File: src/rtl/riscv_instr_queue.sv
// Instruction queue between the MIPS-to-RISC-V translator and the core.
// FIFO of {pc, instr, illegal} records with a saturating illegal-entry counter.
module riscv_instr_queue #(
   parameter int DEPTH = 4
) (
   input  logic                     clk,
   input  logic                     rst,
   input  logic                     flush,
   input  logic                     in_valid,
   output logic                     in_ready,
   input  logic [31:0]              in_pc,
   input  logic [31:0]              in_instr,
   input  logic                     in_xlat_valid,
   output logic                     out_valid,
   input  logic                     out_ready,
   output logic [31:0]              out_pc,
   output logic [31:0]              out_instr,
   output logic                     out_illegal,
   output logic [$clog2(DEPTH):0]   count,
   output logic [15:0]              illegal_cnt
);

   localparam int AW = $clog2(DEPTH);
   localparam int CW = AW + 1;
   localparam logic [CW-1:0] DEPTH_C = CW'(DEPTH);

   typedef enum logic {
      S_EMPTY    = 1'b0,
      S_NONEMPTY = 1'b1
   } state_t;

   state_t          state_q, state_d;
   logic [AW-1:0]   wr_ptr_q, wr_ptr_d;
   logic [AW-1:0]   rd_ptr_q, rd_ptr_d;
   logic [CW-1:0]   count_q, count_d;
   logic [15:0]     illegal_cnt_q, illegal_cnt_d;

   logic [31:0]     pc_mem    [DEPTH];
   logic [31:0]     instr_mem [DEPTH];
   logic            ill_mem   [DEPTH];

   logic            push;
   logic            pop;

   assign in_ready  = (count_q != DEPTH_C);
   assign out_valid = (state_q == S_NONEMPTY);
   assign push      = in_valid && in_ready && !flush;
   assign pop       = out_valid && out_ready && !flush;

   // Head is forced to zero while empty so a freshly reset queue reads all-zero.
   assign out_pc      = out_valid ? pc_mem[rd_ptr_q]    : 32'h0;
   assign out_instr   = out_valid ? instr_mem[rd_ptr_q] : 32'h0;
   assign out_illegal = out_valid ? ill_mem[rd_ptr_q]   : 1'b0;
   assign count       = count_q;
   assign illegal_cnt = illegal_cnt_q;

   always_ff @(posedge clk) begin
      if (push) begin
         pc_mem[wr_ptr_q]    <= in_pc;
         instr_mem[wr_ptr_q] <= in_xlat_valid ? in_instr : 32'h0;
         ill_mem[wr_ptr_q]   <= !in_xlat_valid;
      end
   end

   always_comb begin
      wr_ptr_d      = wr_ptr_q;
      rd_ptr_d      = rd_ptr_q;
      count_d       = count_q;
      illegal_cnt_d = illegal_cnt_q;
      if (flush) begin
         wr_ptr_d = '0;
         rd_ptr_d = '0;
         count_d  = '0;
      end else begin
         if (push) begin
            wr_ptr_d = wr_ptr_q + AW'(1);
         end
         if (pop) begin
            rd_ptr_d = rd_ptr_q + AW'(1);
         end
         if (push && !pop) begin
            count_d = count_q + CW'(1);
         end else if (pop && !push) begin
            count_d = count_q - CW'(1);
         end
         if (push && !in_xlat_valid && (illegal_cnt_q != 16'hFFFF)) begin
            illegal_cnt_d = illegal_cnt_q + 16'd1;
         end
      end
      state_d = (count_d == '0) ? S_EMPTY : S_NONEMPTY;
   end

   always_ff @(posedge clk) begin
      if (rst) begin
         state_q       <= S_EMPTY;
         wr_ptr_q      <= '0;
         rd_ptr_q      <= '0;
         count_q       <= '0;
         illegal_cnt_q <= '0;
      end else begin
         state_q       <= state_d;
         wr_ptr_q      <= wr_ptr_d;
         rd_ptr_q      <= rd_ptr_d;
         count_q       <= count_d;
         illegal_cnt_q <= illegal_cnt_d;
      end
   end

endmodule

File: config.mk
export PLATFORM = sky130hd
export DESIGN_NAME = riscv_instr_queue
export DESIGN_NICKNAME = d
export VERILOG_FILES = /design/src/rtl/riscv_instr_queue.sv
export SDC_FILE = /design/constraint.sdc
export NUM_CORES = 1
export LEC_CHECK = 0
export BUFFER_PORTS_ARGS = -buffer_cell sky130_fd_sc_hd__buf_2
export CAP_MARGIN = 40
export CORE_UTILIZATION = 45
export CTS_CLUSTER_SIZE = 24
export DETAILED_ROUTE_END_ITERATION = 6
export REMOVE_ABC_BUFFERS = 1
export SLEW_MARGIN = 15
export SYNTH_ARGS = -nofsm -noshare
export SYNTH_HDL_FRONTEND = slang
export SYNTH_SLANG_ARGS = --single-unit
File: constraint.sdc
create_clock -name clk -period 4.6 [get_ports clk]
set_input_delay 0.23 -clock clk [delete_from_list [all_inputs] [get_ports clk]]
set_output_delay 0.23 -clock clk [all_outputs]
set_load 0.01 [all_outputs]
==> flow_summary_export.csv <==
group,metric,value,unit
route,routed_via_density,5.21,
power,power_leakage,4.83,nW
clocking,cts_num_sinks,286,
global_route,maximum_number_of_pins_on_one_net_before_global_route_repair,67,
floorplan,design.portCount,156,
clocking,total_clock_buffers_created_by_cts,29,
floorplan,initial_utilization,46.2,%
global_route,number_of_global_route_vias_before_repair,6308,
sta,grt_setup_unrepaired,"no",
synth,synthesis.area_per_instance,18.8,um2
synth,ys_top_cells_by_count,"sky130_fd_sc_hd__edfxtp_1, sky130_fd_sc_hd__and2_1, sky130_fd_sc_hd__mux4_2",
synth,synth.area.mux_share,13.1,%
synth,ys_types,39,
synth,synth_compound_area_share,1.08,%
sta,slew_headroom,50.9,%
power,power.ir.vdd_worst,0.000237,V
min_path,worstHoldEndpoint,"instr_mem[0][24]$_DFFE_PP_",
sta,fin_setup_tns,0,ps
clocking,clock_insertion_delay_worst_skew,550,ps
outcome,status,"completed",
floorplan,fp-row-count,57,
min_path,hold_path.startpoint,"in_instr[24]",
power,clkPwrFrac,40.3,%
synth,netlist.top_cell.by_area,"sky130_fd_sc_hd__edfxtp_1",
synth,post-synth-top-count-cell,"sky130_fd_sc_hd__edfxtp_1",
synth,asyncSetResetFlopFracSynth,0,%
min_path,min-delay-path-class,"input pin to flop",
synth,number_of_enable_type_register_cells_in_the_synthesized_netlist,260,
global_route,grt_antenna_before_repair,2,
global_route,global_route_wire_length_before_repair,34800,um
synth,yosysSeqAreaShare,73.4,%
synth,flip_flop_and_latch_count_after_synthesis,286,
synth,synth_top_family_by_area,"multiplexers",
synth,synth-warning-count,0,
route,drt_first_pass_iters,4,
synth,instance_count_of_the_mapped_netlist,605,
clocking,clock_tree.root_cell,"sky130_fd_sc_hd__clkbuf_16",
power,switching_share,20.8,%
route,drt_iter0_markers,360,
route,routed-via-count,5975,
synth,netlist.area_leader.share,68.8,%
route,route.final.wire_length,22100,um
sta,post-route-period-util,60.6,%
power,share_seq_of_total_power,53.2,%
clocking,clk_pin_slew,60,ps
global_route,groute.usage.overall,17.5,%
power,power,5.44,mW
floorplan,dieWidth,161,um
clocking,clock_tree_from_tritoncts,"built",
synth,top_area_cells_in_the_synthesized_netlist,"sky130_fd_sc_hd__edfxtp_1, sky130_fd_sc_hd__mux4_2, sky130_fd_sc_hd__and2_1",
power,pwr_density_cell,394,nW/um2
placed_design,finalWeightedCongestion,0.788,
setup_path,rr_startpoint,"count[0]$_SDFF_PP0_",
setup_path,reg2reg_to,"instr_mem[3][1]$_DFFE_PP_",
route,route.detailed.drc,0,
sta,max_slew.worst_pin.slew,730,ps
sta,setup_violations,0,
setup_path,crit_type,"flop to primary output",
cells_and_area,area.growth.synth_to_final,21.6,%
clocking,cts_max_level,1,
floorplan,core_area,24500,um2
power,p_int,4.31,mW
cells_and_area,nNetsFinal,880,
cells_and_area,final_core_util,56.3,%
min_path,hold_path_depth,2,
flow_run,max-cap-violations,0,
cells_and_area,n_antenna_cell,0,
sta,max_freq,358,MHz
route,post_dr_wirelength_cell,19.2,um
placed_design,placed_cells,1063,
setup_path,critPathCaptureType,"primary output",
clocking,postCtsSetupBuffers,0,
sta,finalClockSkew,8.72,ps
sta,layout_min_cycle_time,2790,ps
setup_path,depth_of_the_worst_register_to_register_path,6,
setup_path,cp-start-kind,"flop",
synth,simple_gate_portion_of_the_synthesized_area,8.89,%
sta,hold_viol,0,
synth,syn-cell-area,11300,um2
setup_path,critical_path_required,4370,ps
placed_design,place_hpwl,13800,um
synth,synth_xor_xnor_area_share,1.24,%
floorplan,die_area,25900,um2
sta,final-max-slew-violation-count,0,
synth,synth-main-ff-cell,"sky130_fd_sc_hd__edfxtp_1",
floorplan,floorplan.die.height,161,um
setup_path,critPathArrivalTime,2560,ps
synth,synthAdderAreaFrac,0.882,%
setup_path,worstPathMaxFanout,34,
cells_and_area,layout.cells.non_filler,1147,
power,comb_power_share,6.5,%
cells_and_area,post_route_cells_drive_above_1_share,34.1,%
route,ant_nets,0,
setup_path,r2r_slack,2090,ps
global_route,globalRouteOverflowTotal,0,
clocking,max-clock-path-buffers,3,
power,power.switching,1.13,mW
placed_design,portBuffers,155,
through the flow:
step	instance area, um2	hold slack [ps]	worst slack [ps]
final	13800	41.3	1810
after global routing	13800	45.4	1640
after CTS	13800	22.3	1730
after detailed placement	12600	452	2090
after global placement	12400	443	2080
after floorplan	11200	302	765
area by class of cell:
cell class | count | area [um2]
fillers | 1936 | 10700
inverters | 7 | 26.3
clock buffers | 33 | 741
well taps | 324 | 405
repair buffers | 196 | 1280
flip-flops and latches | 286 | 8340
clock inverters | 19 | 150
multi-input cells | 282 | 2870
power by group through the flow:
stage                     clock network (mW)  registers [mW]  logic, mW
after floorplan                            0            2.97      0.163
after global placement                     0            2.96      0.318
after detailed placement                   0            2.95      0.340
after CTS                               2.23            2.90      0.362
after global routing                    2.34            2.90      0.389
final                                   2.19            2.90      0.352
registers in the layout, summed over array words and instances, names as in the netlist, named ones only:
name / count
count: 3
ill_mem: 4
illegal_cnt: 16
instr_mem: 128
out_valid: 1
pc_mem: 128
rd_ptr_q: 2
wr_ptr_q: 2
per-layer routing:
| metal | vias up | global-route usage (%) | routed length, um |
|---|---|---|---|
| met4 | 4 | 3.52 | 391 |
| met2 | 158 | 30.2 | 11200 |
| met1 | 3036 | 23.1 | 9300 |
| met3 | 41 | 3.64 | 1160 |
| met5 | - | 0 | 28 |
| li1 | 2736 | - | - |
cell families (layout without fill, tap and decap cells):
kind of cell	after synthesis	after routing
flip-flops	286	286
AND/OR/NAND/NOR	174	174
multiplexers	67	67
buffers and inverters	37	255
AO/OA/AOI/OAI	17	17
XOR/XNOR	16	16
adder cells (fa/ha/maj)	8	8
worst max-delay path: stages (launching register included):
cell and delay (ps):
sky130_fd_sc_hd__dfxtp_4 530, sky130_fd_sc_hd__buf_16 310, sky130_fd_sc_hd__buf_4 310, sky130_fd_sc_hd__mux4_2 550, sky130_fd_sc_hd__and2_1 170, sky130_fd_sc_hd__buf_2 130
cell usage in the layout (no fill, tap or decap), types with 3 or more instances in the layout:
cell	Yosys	layout
sky130_fd_sc_hd__buf_16	0	5
sky130_fd_sc_hd__and2_1	102	98
sky130_fd_sc_hd__nand4_1	4	4
sky130_fd_sc_hd__clkbuf_1	16	4
sky130_fd_sc_hd__clkinv_2	0	4
sky130_fd_sc_hd__nand3_1	11	11
sky130_fd_sc_hd__clkinv_1	0	11
sky130_fd_sc_hd__buf_4	0	3
sky130_fd_sc_hd__nand2_1	11	11
sky130_fd_sc_hd__and2_4	0	4
sky130_fd_sc_hd__dlygate4sd3_1	0	32
sky130_fd_sc_hd__xnor2_1	14	14
sky130_fd_sc_hd__nor2_1	29	29
sky130_fd_sc_hd__clkbuf_16	0	29
sky130_fd_sc_hd__a21oi_1	6	6
sky130_fd_sc_hd__dfxtp_1	26	23
sky130_fd_sc_hd__edfxtp_1	260	260
sky130_fd_sc_hd__inv_1	7	7
sky130_fd_sc_hd__nor3_1	5	5
sky130_fd_sc_hd__mux4_2	65	65
sky130_fd_sc_hd__buf_2	7	155
sky130_fd_sc_hd__ha_1	8	8
timing repair:
item,4_1_cts,5_1_grt
hold endpoints to repair,128,0
gates resized for setup,0,0
hold buffers,32,0
worst max path at each step:
stage	from	end	slack, ps	depth (start not counted)
floorplan	flop	out_illegal	770	2
global placement	flop	out_pc[26]	2080	4
detailed placement	count[0]$_SDFF_PP0_	pc_mem[3][13]$_DFFE_PP_	2090	6
CTS	flop	out_pc[8]	1730	5
global route	flop	out_pc[23]	1640	5
finish	flop	out_pc[8]	1810	5
Note: power is estimated with default switching activity, not from simulation.
